## src/rtl/mem_ctrl_rr.sv

```systemverilog
// Byte-serial RAM/IO controller serving NUM_PORTS word requesters with round-robin arbitration.
// Optional feature macro UART_HOLD_EN: stall IO-space write bytes while uart_full is set.
module mem_ctrl_rr #(
    parameter int unsigned       NUM_PORTS = 2,
    parameter int unsigned       ADDR_W    = 32,
    parameter int unsigned       RAM_LAT   = 1,
    parameter logic [ADDR_W-1:0] IO_BASE   = ADDR_W'(32'h30000)
) (
    input  logic                    clk,
    input  logic                    rst,
    input  logic                    rdy,
    input  logic [7:0]              ram_din,
    input  logic                    uart_full,
    output logic                    ram_wr,
    output logic [7:0]              ram_dout,
    output logic [ADDR_W-1:0]       ram_addr,
    input  logic [NUM_PORTS-1:0]    req_i,
    input  logic [NUM_PORTS-1:0]    we_i,
    input  logic [2*NUM_PORTS-1:0]  size_i,
    input  logic [ADDR_W*NUM_PORTS-1:0] addr_i,
    input  logic [32*NUM_PORTS-1:0] wdata_i,
    output logic [NUM_PORTS-1:0]    done_o,
    output logic [31:0]             rdata_o
);

    localparam int unsigned PW   = $clog2(NUM_PORTS);
    localparam logic [2:0]  LAT3 = 3'(RAM_LAT);

    typedef enum logic [1:0] {IDLE, READ, WRITE} state_t;

    state_t                state, state_n;
    logic [PW-1:0]         rr_ptr, rr_ptr_n, gnt, gnt_n, arb;
    logic                  arb_ok;
    logic [ADDR_W-1:0]     base, base_n, ram_addr_n, target;
    logic [2:0]            nbytes, nbytes_n, cnt, cnt_n, widx;
    logic [31:0]           rbuf, rbuf_n, rdata_n, din_sh, wd;
    logic [PW-1:0]         wsel;
    logic                  ram_wr_n, hold;
    logic [7:0]            ram_dout_n;
    logic [NUM_PORTS-1:0]  done_n;

    logic [ADDR_W-1:0]     addr_a  [NUM_PORTS];
    logic [31:0]           wdata_a [NUM_PORTS];
    logic [1:0]            size_a  [NUM_PORTS];

    for (genvar p = 0; p < NUM_PORTS; p++) begin : g_unpack
        assign addr_a[p]  = addr_i[p*ADDR_W +: ADDR_W];
        assign wdata_a[p] = wdata_i[p*32 +: 32];
        assign size_a[p]  = size_i[p*2 +: 2];
    end

    function automatic logic [2:0] bytes_of(input logic [1:0] s);
        case (s)
            2'd0:    return 3'd1;
            2'd1:    return 3'd2;
            default: return 3'd4;
        endcase
    endfunction

    // Round-robin: scan rr_ptr+1, rr_ptr+2, ... so the last-served port comes last.
    always_comb begin
        int unsigned idx;
        arb    = '0;
        arb_ok = 1'b0;
        for (int unsigned i = 1; i <= NUM_PORTS; i++) begin
            idx = (32'(rr_ptr) + i) % NUM_PORTS;
            if (!arb_ok && req_i[idx]) begin
                arb    = PW'(idx);
                arb_ok = 1'b1;
            end
        end
    end

    assign target = (state == IDLE) ? addr_a[arb] : base + ADDR_W'(cnt);
    assign wsel   = (state == IDLE) ? arb : gnt;
    assign widx   = (state == IDLE) ? 3'd0 : cnt;
    assign wd     = wdata_a[wsel] >> {widx, 3'b000};
    assign din_sh = {24'b0, ram_din} << {cnt - LAT3, 3'b000};

`ifdef UART_HOLD_EN
    assign hold = uart_full && (target >= IO_BASE);
`else
    logic unused_hold;
    assign hold        = 1'b0;
    assign unused_hold = uart_full | (target >= IO_BASE);
`endif

    always_comb begin
        state_n    = state;
        rr_ptr_n   = rr_ptr;
        gnt_n      = gnt;
        base_n     = base;
        nbytes_n   = nbytes;
        cnt_n      = cnt;
        rbuf_n     = rbuf;
        ram_wr_n   = ram_wr;
        ram_dout_n = ram_dout;
        ram_addr_n = ram_addr;
        done_n     = '0;
        rdata_n    = rdata_o;
        unique case (state)
            IDLE: begin
                ram_wr_n = 1'b0;
                if (arb_ok) begin
                    rr_ptr_n   = arb;
                    gnt_n      = arb;
                    base_n     = addr_a[arb];
                    nbytes_n   = bytes_of(size_a[arb]);
                    ram_addr_n = addr_a[arb];
                    rbuf_n     = '0;
                    cnt_n      = 3'd1;
                    if (we_i[arb]) begin
                        state_n = WRITE;
                        if (hold) begin
                            cnt_n = 3'd0;
                        end else begin
                            ram_wr_n   = 1'b1;
                            ram_dout_n = wd[7:0];
                        end
                    end else begin
                        state_n = READ;
                    end
                end
            end
            // READ: cnt counts edges since grant; byte (cnt-RAM_LAT) is on ram_din now.
            READ: begin
                if (!req_i[gnt]) begin
                    state_n  = IDLE;
                    ram_wr_n = 1'b0;
                end else begin
                    if (cnt < nbytes) ram_addr_n = base + ADDR_W'(cnt);
                    if (cnt >= LAT3) rbuf_n = rbuf | din_sh;
                    if (cnt == nbytes - 3'd1 + LAT3) begin
                        state_n = IDLE;
                        done_n  = NUM_PORTS'(1) << gnt;
                        rdata_n = rbuf | din_sh;
                    end
                    cnt_n = cnt + 3'd1;
                end
            end
            // WRITE: cnt is the index of the next byte to issue.
            WRITE: begin
                if (!req_i[gnt]) begin
                    state_n  = IDLE;
                    ram_wr_n = 1'b0;
                end else if (cnt == nbytes) begin
                    state_n  = IDLE;
                    ram_wr_n = 1'b0;
                    done_n   = NUM_PORTS'(1) << gnt;
                end else if (hold) begin
                    ram_wr_n = 1'b0;
                end else begin
                    ram_wr_n   = 1'b1;
                    ram_addr_n = target;
                    ram_dout_n = wd[7:0];
                    cnt_n      = cnt + 3'd1;
                end
            end
            default: state_n = IDLE;
        endcase
    end

    always_ff @(posedge clk or negedge rst) begin
        if (!rst) begin
            state    <= IDLE;
            rr_ptr   <= PW'(NUM_PORTS - 1);
            gnt      <= '0;
            base     <= '0;
            nbytes   <= '0;
            cnt      <= '0;
            rbuf     <= '0;
            ram_wr   <= 1'b0;
            ram_dout <= '0;
            ram_addr <= '0;
            done_o   <= '0;
            rdata_o  <= '0;
        end else if (rdy) begin
            state    <= state_n;
            rr_ptr   <= rr_ptr_n;
            gnt      <= gnt_n;
            base     <= base_n;
            nbytes   <= nbytes_n;
            cnt      <= cnt_n;
            rbuf     <= rbuf_n;
            ram_wr   <= ram_wr_n;
            ram_dout <= ram_dout_n;
            ram_addr <= ram_addr_n;
            done_o   <= done_n;
            rdata_o  <= rdata_n;
        end
    end

endmodule

```

## config.mk

```make
export PLATFORM = sky130hd
export DESIGN_NAME = mem_ctrl_rr
export DESIGN_NICKNAME = d
export VERILOG_FILES = /design/src/rtl/mem_ctrl_rr.sv
export SDC_FILE = /design/constraint.sdc
export NUM_CORES = 1
export LEC_CHECK = 0
export ABC_AREA = 1
export BUFFER_PORTS_ARGS = -buffer_cell sky130_fd_sc_hd__buf_2
export CAP_MARGIN = 20
export CORE_ASPECT_RATIO = 1.2
export CORE_MARGIN = 8
export CORE_UTILIZATION = 25
export DETAILED_ROUTE_END_ITERATION = 6
export SYNTH_ARGS = -nofsm -noshare
export SYNTH_HDL_FRONTEND = slang
export SYNTH_SLANG_ARGS = --single-unit
```

## constraint.sdc

```tcl
create_clock -name clk -period 2.3 [get_ports clk]
set_input_delay 0 -clock clk [delete_from_list [all_inputs] [get_ports clk]]
set_output_delay 0 -clock clk [all_outputs]
set_load 0.05 [all_outputs]
```

Yosys cells after proc, flatten, opt, wreduce, memory -nomap -nowiden
Cells that the tools add are included.
{"block": "word_totals", "ff_bits": 149, "in_bits": 148, "output_inout_bits": 75}
{"block": "classes", "addsub": 7, "n_lt_le_gt_ge": 8, "eq_ne": 15, "shifts": 3, "mux": 62, "bitwise": 3, "n_reduce_logical": 15}
{"cell": "two-way mux 32 bit", "count": 14}
{"cell": "case mux 32 bit (3 select lines)", "count": 1}
{"cell": "case mux 32 bit (2 select lines)", "count": 1}
{"cell": "adder 32 x 3 -> 32 bit", "count": 1}
{"cell": "two-way mux 8 bit", "count": 4}
{"cell": "bitwise OR 32 bit", "count": 1}
{"cell": "left shift 8 x 6 -> 32 bit", "count": 1}
{"cell": ">> shifter 32 x 6 -> 8 bit", "count": 1}
{"cell": "two-way mux 2 bit", "count": 13}
{"cell": "two-way mux 1 bit", "count": 18}
{"cell": "case mux 8 bit (2 select lines)", "count": 1}
{"cell": "two-way mux 3 bit", "count": 5}
{"cell": "inequality test 2 bit, second input constant", "count": 7}
{"cell": "AND reduction 6 bit", "count": 2}
{"cell": "case mux 3 bit (3 select lines)", "count": 1}
{"cell": "< comparator 1 x 2 -> 1 bit, second input constant", "count": 4}
{"cell": "AND reduction 4 bit", "count": 2}
{"cell": "AND reduction 7 bit", "count": 1}
{"cell": "adder 3 x 1 -> 3 bit, second input constant", "count": 2}
{"cell": "== test 3 bit", "count": 2}
{"cell": "inequality test 3 bit, second input constant", "count": 2}
{"cell": "case mux 2 bit (3 select lines)", "count": 1}
{"cell": "case mux 3 bit (2 select lines)", "count": 1}
{"cell": "AND reduction 3 bit", "count": 2}
{"cell": "18 further kinds", "count": 25}

Depth between registers and ports, before layout
Gate-level depths: netlist of the first run.
{"block": "depth", "depth_word": 16, "depth_mapped": 13}

Worst setup path before layout of the first run
Ideal clock, no wire load.
{"block": "synth_timing", "path_kind": "register to register", "startpoint": "register cnt[0]", "endpoint": "register rbuf[18]", "setup_ns": 0.083, "t_arrival_ns": 2.220, "t_required_ns": 2.217, "setup_slack_ns": -0.003, "path_stages_with_launch": 13, "period_less_slack_ns": 2.303, "cell_sequence": "dfrtp_1 buf_2 inv_1 buf_2 buf_1 ha_1 buf_2 clkinv_1 clkbuf_1 nand4_1 nand2_1 nand3_1 o21ai_0"}
{"block": "synth_via", "elab_chain_cells": 6}
{"element": "from (decl)", "line": "35", "source": "logic [2:0] nbytes, nbytes_n, cnt, cnt_n, widx;"}
{"element": "from (signal assigned)", "line": "183", "source": "cnt <= cnt_n;"}
{"element": "subtractor 3 x 1 -> 3 bit", "line": "78", "source": "assign din_sh = {24'b0, ram_din} << {cnt - LAT3, 3'b000};"}
{"element": "left shift 8 x 6 -> 32 bit", "line": "78"}
{"element": "bitwise OR 32 bit", "line": "132", "source": "if (cnt >= LAT3) rbuf_n = rbuf | din_sh;"}
{"element": "two-way mux 32 bit", "line": "132"}
{"element": "two-way mux 32 bit", "line": "127", "source": "if (!req_i[gnt]) begin"}
{"element": "case mux 32 bit (2 select lines)", "line": "101", "source": "unique case (state)"}
{"element": "to (signal assigned)", "line": "184", "source": "rbuf <= rbuf_n;"}
{"element": "to (decl)", "line": "36", "source": "logic [31:0] rbuf, rbuf_n, rdata_n, din_sh, wd;"}
Several ways; a longest one is shown, not always the timed one. The select of a mux whose other input is x is not followed.
A chain may end at the register's enable or synchronous reset.

Final worst setup path of the first run
{"block": "layout_timing", "startpoint": "register rr_ptr", "endpoint": "register ram_addr[13]"}
{"block": "layout_via", "elab_chain_cells": 13}
{"element": "from (decl)", "line": "32", "source": "logic [PW-1:0] rr_ptr, rr_ptr_n, gnt, gnt_n, arb;"}
{"element": "from (signal assigned)", "line": "166", "source": "rr_ptr <= PW'(NUM_PORTS - 1);"}
{"element": "from (signal assigned)", "line": "179", "source": "rr_ptr <= rr_ptr_n;"}
{"element": "adder 1 bit", "line": "66", "source": "idx = (32'(rr_ptr) + i) % NUM_PORTS;"}
{"element": "two-way mux 1 bit (not written as such) (2 in a row)", "line": "67", "source": "if (!arb_ok && req_i[idx]) begin"}
{"element": "two-way mux 1 bit", "line": "67"}
{"element": "logical NOT 1 bit", "line": "67"}
{"element": "logical AND 1 bit", "line": "67"}
{"element": "two-way mux 1 bit", "line": "67"}
{"element": "NOT 1 -> 2 bit (not written as such)", "line": "74, 109"}
{"element": "two-way mux 32 bit (not written as such) (3 in a row)", "line": "74, 109"}
{"element": "two-way mux 32 bit", "line": "104", "source": "if (arb_ok) begin"}
{"element": "case mux 32 bit (3 select lines)", "line": "101"}
{"element": "to (signal assigned)", "line": "187", "source": "ram_addr <= ram_addr_n;"}
{"element": "to (decl)", "line": "16", "source": "output logic [ADDR_W-1:0] ram_addr,"}
Several ways; a longest one is shown, not always the timed one. The select of a mux whose other input is x is not followed.

==> flow_summary.yaml, run 1 <==
global_routing:
  grt_antenna_before_repair: 1
  track_usage_pct: 14.6
  grt_start_max_net_pins: 67
  globalRoute.totalOverflow: 0
  grt_pass1_wl_um: 49900
  grt_pass1_vias: 9200
floorplanning:
  rows: 76
  dieArea_sq_um: 42200
  start_util_pct: 25.2
  placeableCoreArea_sq_um: 35600
  io_pins: 223
  die_w_um: 189
  die_height_um: 223
cts:
  clk_pin_slew_ns: 0.07
  cts_max_level: 4
  cts.path.max_buffers: 2
  numCtsBuffers: 17
  cts.sink_count: 149
  insertion_delay_ns: 0.43
  post-cts-setup-buffers: 0
  cts_root_buffer: "clkbuf_16"
  cts_tree: "built"
worst_setup_path:
  r2r-end: "ram_addr[13]"
  regToRegSetupSlack_ns: 0.15
  worstPathMaxFanout: 18
  r2r-start: "rr_ptr"
  crit_arrival_ns: 2.46
  worstPathRequired_ns: 2.61
  r2r_cells: 8
  crit_type: "flop to flop"
  worst_setup_path_start_kind: "flop"
  endpoint_kind: "flop"
worst_hold_path:
  hold_class: "primary input to flop"
  hp-start: "size_i[1]"
  whs_path_depth: 4
  whs_endpoint: "nbytes[2]"
run_status:
  outcome: "complete, but fails checks"
  violations: "negative hold slack"
pwr:
  finalPower_uw: 17100
  vdd.ir_drop.worst_mv: 0.782
  power_density_nw_per_um2: 1460
  p_leak_uw: 0.00590
timing:
  timing.fmax_mhz: 466
  maxSlewHeadroom_pct: 59.6
  setup_violations: 0
  fin_hold_ws_ns: -0.0216
  clock-skew-final_ns: 0.0161
  worst_slack_ns: 0.154
  rsz0062_at_grt: "false"
  min_period_ns: 2.15
  finalMaxSlewViolations: 0
  setup_tns_ns: 0
  tightest_slew_ns: 0.606
  hold_viol_final: 2
  post-route-period-util_pct: 93.3
detailed_routing:
  drtPass1Iterations: 5
  drt_iter0_drc: 554
  antenna_left: 0
  wl_per_cell_um: 15.7
  totalWireLength_um: 31200
  vias: 9093
  vias_per_cell: 4.57
  drcViolationCount: 0
synthesis:
  syn_area_sq_um: 8950
  ys_ff_latch: 149
  synth_nets: 1421
  avgSynthCellArea_sq_um: 7.11
  ys_types: 34
  yosys_warnings: 0
  netlist_instances: 1259
  yosysSeqAreaShare_pct: 41.7
finish:
  drive_above_1_share_pct: 21.8
  final_common_cell: "nand2_1"
  nets: 1669
  area_growth_pct: 30.5
  n_antenna_cell: 0
  final_cell_mix: "nand2_1, buf_2, inv_1"
place:
  dpl.hpwl_um: 23000
  preCtsSetupSlack_ns: 0.200
  numPortBuffers: 221
  place_congestion: 0.906
run:
  maxCapViolCount: 0
==> routing by layer <==
| metal | vias up | global-route usage (%) | part of all wire, % |
|---|---|---|---|
| met5 | - | 0 | 0.026 |
| met4 | 2 | 3.18 | 1.4 |
| met3 | 29 | 3.61 | 5.6 |
| met2 | 244 | 25.9 | 51 |
| met1 | 4253 | 17.6 | 42 |
| li1 | 4565 | - | - |
==> synthesized netlist by cell type (all sizes together) <==
| cell type | instances | area [sq um] |
|---|---|---|
| nand2 | 386 | 1460 |
| inv | 156 | 586 |
| dfrtp | 148 | 3700 |
| o21ai | 148 | 741 |
| nand3 | 124 | 626 |
| nor2 | 66 | 263 |
| nand4 | 37 | 231 |
| buf | 34 | 203 |
| clkbuf | 29 | 115 |
| or2 | 28 | 175 |
| a21oi | 24 | 120 |
| nand3b | 24 | 180 |
| o211ai | 19 | 143 |
| ha | 13 | 163 |
| mux2i | 6 | 60.1 |
| nor3 | 3 | 48.8 |
| o22ai | 3 | 18.8 |
| xnor2 | 3 | 26.3 |
| xor2 | 3 | 26.3 |
| a41oi | 1 | 8.76 |
| clkinv | 1 | 3.75 |
| dfstp | 1 | 26.3 |
| fa | 1 | 20.0 |
| o21a | 1 | 7.51 |
==> area by class of cell <==
type                       count  area (sq um)
fill                        3811         23900
multi-input combinational    890          4350
sequential                   149          3730
timing repair buffer         292          1830
inverter                     157           592
tap                          468           586
clock buffer                  17           425
clock inverter                15           169
==> timing repair <==
item / in CTS / in global routing
endpoints found under the hold margin: 91 / 0
hold buffers: 38 / 0
gates resized for setup: 0 / 7
endpoints found under the setup margin: 0 / 10
==> worst max-delay path by stage <==
stage             start           end  slack [ns]  cells past startpoint
2_1_floorplan    cnt[0]      rbuf[18]        0.13                     12
3_3_place_gp     cnt[2]  ram_addr[22]        0.21                     10
3_5_place_dp     cnt[2]  ram_addr[30]        0.20                     10
4_1_cts        state[0]     nbytes[0]       0.003                      8
5_1_grt          rr_ptr  ram_addr[15]       0.002                      8
6_report         rr_ptr  ram_addr[13]        0.15                      8
==> stage by stage <==
step           instances  util, %  hold WS, ns  instance area (sq um)
4_1_cts             1987     32.7     0.000782                  11600
6_report            1988     32.8      -0.0216                  11700
3_5_place_dp        1917     30.0       0.0408                  10700
5_1_grt             1988     32.8       0.0110                  11700
3_3_place_gp        1917     30.0       0.0372                  10700
2_1_floorplan       1259        -       -0.296                   8950
==> critical path, stage by stage, from the launching register on <==
cell and delay, ns:
dfstp_2 0.53, nand2_1 0.12, nand2_4 0.14, buf_12 0.18, mux2i_1 0.22, dlygate4sd3_1 0.62
nand2_1 0.07, nand3_1 0.09, nand2_1 0.05
==> registers in the layout (all words and copies together) (netlist names), 3 cells and up <==
signal and flops:
rbuf 32, ram_dout 8, ram_addr 32, cnt 3, nbytes 3, rdata_o 32, base 32
==> cell families after synthesis <==
| group | after synthesis | synth area share (%) |
|---|---|---|
| AND/OR/NAND/NOR | 668 | 33.3 |
| multiplexers | 6 | 0.671 |
| adder cells (fa/ha/maj) | 14 | 2.04 |
| XOR/XNOR | 6 | 0.587 |
| flip-flops | 149 | 41.7 |
| buffers and inverters | 220 | 10.1 |
| AO/OA/AOI/OAI | 196 | 11.6 |
==> report_power, final <==
group / switching [uW] / internal (uW) / total, uW
Sequential: 803 / 3720 / 4520
Combinational: 6910 / 2770 / 9680
Clock: 1380 / 1470 / 2850
Total: 9090 / 7960 / 17100
Power figures use the tool's default switching activity.
==> run 2: changes to the inputs <==
ABC_AREA = default   (was 1)
==> flow_summary.yaml, run 2 <==
worst_setup_path:
  crit_type: "flop to flop"
  cp_top_family: "compound AO/OA/AOI/OAI gates"
  cp_slowest_stage_delay_ns: 0.44
  r2r-start: "cnt[0]"
  worstPathRequired_ns: 2.61
  crit_chain: "ha_1 -> fa_1 -> a21o_1 -> a41o_2 -> a21oi_1 -> a21oi_1 -> mux2_2"
  cpMaxStageDelayCell: "dfrtp_2"
  crit_arrival_ns: 2.52
  critPathBufInv: 0
  crit_start: "cnt[0]"
  worst_setup_path_start_kind: "flop"
  endpoint_kind: "flop"
  cp_common_cell: "a21oi_1"
  worstPathMaxFanout: 6
timing:
  hold_viol_final: 0
  setup_violations: 0
  timing.fmax_mhz: 454
  clock-skew-final_ns: 0.0135
  rsz0062_at_grt: "true"
  maxSlewHeadroom_pct: 52.4
  finalMaxSlewViolations: 0
  min_period_ns: 2.20
  worst_slack_ns: 0.0962
  tightest_slew_ns: 0.705
  post-route-period-util_pct: 95.8
place:
  dpl.hpwl_um: 20300
  dp.cells: 1462
  place_congestion: 0.824
  preCtsSetupSlack_ns: 0.0290
  numPortBuffers: 221
floorplanning:
  die_w_um: 179
  placeableCoreArea_sq_um: 31400
  dieArea_sq_um: 38000
  io_pins: 223
  die_height_um: 212
  start_util_pct: 25.4
  rows: 71
synthesis:
  yosys.area.top_type: "dfrtp_1"
  synth_area_leaders: "dfrtp_1, o21ai_0, mux2i_1"
  synth_xor_area_share_pct: 2.41
  yosysTopAreaCellShare_pct: 46.3
  synthFlopType: "dfrtp_1"
  synth_most_common_cell: "dfrtp_1"
  netlist_instances: 844
  ys_types: 66
  synth_fa_ha_area_share_pct: 2.28
  ys_top_cells_by_count: "dfrtp_1, o21ai_0, nand2_1"
  muxShareOfSynthArea_pct: 10.2
  synth_edf_count: 0
  synth_nets: 1006
  yosys_warnings: 0
  avgSynthCellArea_sq_um: 9.48
  yosysSeqAreaShare_pct: 46.6
  synth_compound_area_share_pct: 18.7
  ys_ff_latch: 149
  async_flop_share_pct: 100
  synthSimpleGateAreaFrac_pct: 16.0
  syn_area_sq_um: 8000
  synth_top_family_by_area: "compound AO/OA/AOI/OAI gates"
worst_hold_path:
  hp-start: "addr_i[63]"
  hold_class: "primary input to flop"
pwr:
  cell_internal_pwr_uw: 8380
  finalPower_uw: 15900
  power_density_nw_per_um2: 1420
  p_comb_share_pct: 54.3
  switchingPower_uw: 7550
  clkPwrFrac_pct: 17.3
  vdd.ir_drop.worst_mv: 0.626
  p_sw_share_pct: 47.4
  pwr-share-seq_pct: 28.4
  p_leak_uw: 0.00514
detailed_routing:
  wl_per_cell_um: 17.5
  drcViolationCount: 0
  totalWireLength_um: 27600
  drt_iter0_drc: 447
  vias_per_cell: 4.74
  antenna_left: 0
  vias: 7477
  drtPass1Iterations: 5
run_status:
  outcome: "completed"
global_routing:
  grt_antenna_before_repair: 1
  grt_pass1_wl_um: 42900
  grt_start_max_net_pins: 67
  grt_pass1_vias: 7802
  globalRoute.totalOverflow: 0
  track_usage_pct: 14.3
cts:
  cts.sink_count: 149
  clk_pin_slew_ns: 0.07
  cts.path.max_buffers: 2
  cts_max_level: 4
  cts_tree: "built"
  insertion_delay_ns: 0.43
  post-cts-setup-buffers: 0
  numCtsBuffers: 17
  cts_root_buffer: "clkbuf_16"
finish:
  fin_cells: 1576
  final_core_util_pct: 35.7
  area_growth_pct: 40.5
  nets: 1323
  final_cell_mix: "buf_2, dfrtp_1, o21ai_0"
  drive_above_1_share_pct: 30.5
  fillCellCount: 3223
  final_common_cell: "buf_2"
run:
  maxCapViolCount: 0
-- run 2: cell families (layout without fill, tap and decap cells) --
kind of cell	count (synthesis)	in the layout
and+or+nand+nor	260	260
DFF	149	149
AOI/OAI and AO/OA	262	262
muxes	70	70
buffers and inverters	67	397
other	0	1
adders and majority gates	14	14
xor gates and xnor gates	22	22
-- run 2: final cells by class --
class / count / area [sq um] / area share, %
multi-input cells: 628 / 4020 / 35.8
flip-flops and latches: 149 / 3730 / 33.2
repair buffers: 351 / 2350 / 20.9
well taps: 401 / 502 / 4.46
clock buffers: 20 / 457 / 4.06
clock inverters: 12 / 119 / 1.06
inverters: 14 / 52.6 / 0.467
diodes: 1 / 2.50 / 0.0223
-- run 2: worst paths after layout --
path | end | slack [ns] | cells past startpoint
worst min-delay path | base[31] | 0.002 | 3
worst max register to register | ram_addr[6] | 0.1 | 7
max in group asynchronous | rdata_o[18] | 1.40 | 3
worst min register to register | ram_dout[7] | 0.47 | 2
min in group asynchronous | rdata_o[6] | 0.13 | 2
worst max-delay path | ram_addr[6] | 0.1 | 7
-- run 2: power by group through the flow --
stage / Combinational [uW] / Clock [uW] / Sequential, uW
after floorplan: 4090 / 0 / 6250
after global placement: 8340 / 0 / 4530
after detailed placement: 8460 / 0 / 4560
after CTS: 8680 / 2830 / 4530
after global routing: 9450 / 2950 / 4690
final: 8650 / 2760 / 4530
-- run 2: repair_timing --
item | 4_1_cts | 5_1_grt
hold buffers | 81 | 0
endpoints found under the setup margin | 0 | 48
hold endpoints to repair | 150 | 0
gates resized for setup | 0 | 12
-- run 2: through the flow --
stage                     setup TNS [ns]  hold WS (ns)  area, sq um
after floorplan                        0        -0.296         8000
after detailed placement               0        0.0643         9810
after global routing              -0.635        0.0213        11200
after global placement                 0        0.0599         9810
after CTS                              0      0.000397        11200
final                                  0       0.00206        11200
-- run 2: worst register-to-register path, cell delays in order (launching register included) --
cell,delay (ns)
dfrtp_2,0.44
ha_1,0.22
fa_1,0.42
a21o_1,0.25
a41o_2,0.29
a21oi_1,0.13
a21oi_1,0.05
mux2_2,0.28
-- run 2: metal layers --
metal	vias to the layer above	share of wire (%)	track usage (%)
met4	0	1.6	3.80
met3	23	4.9	2.96
met2	200	51	24.9
li1	3676	-	-
met1	3578	42	17.5
met5	-	0	0
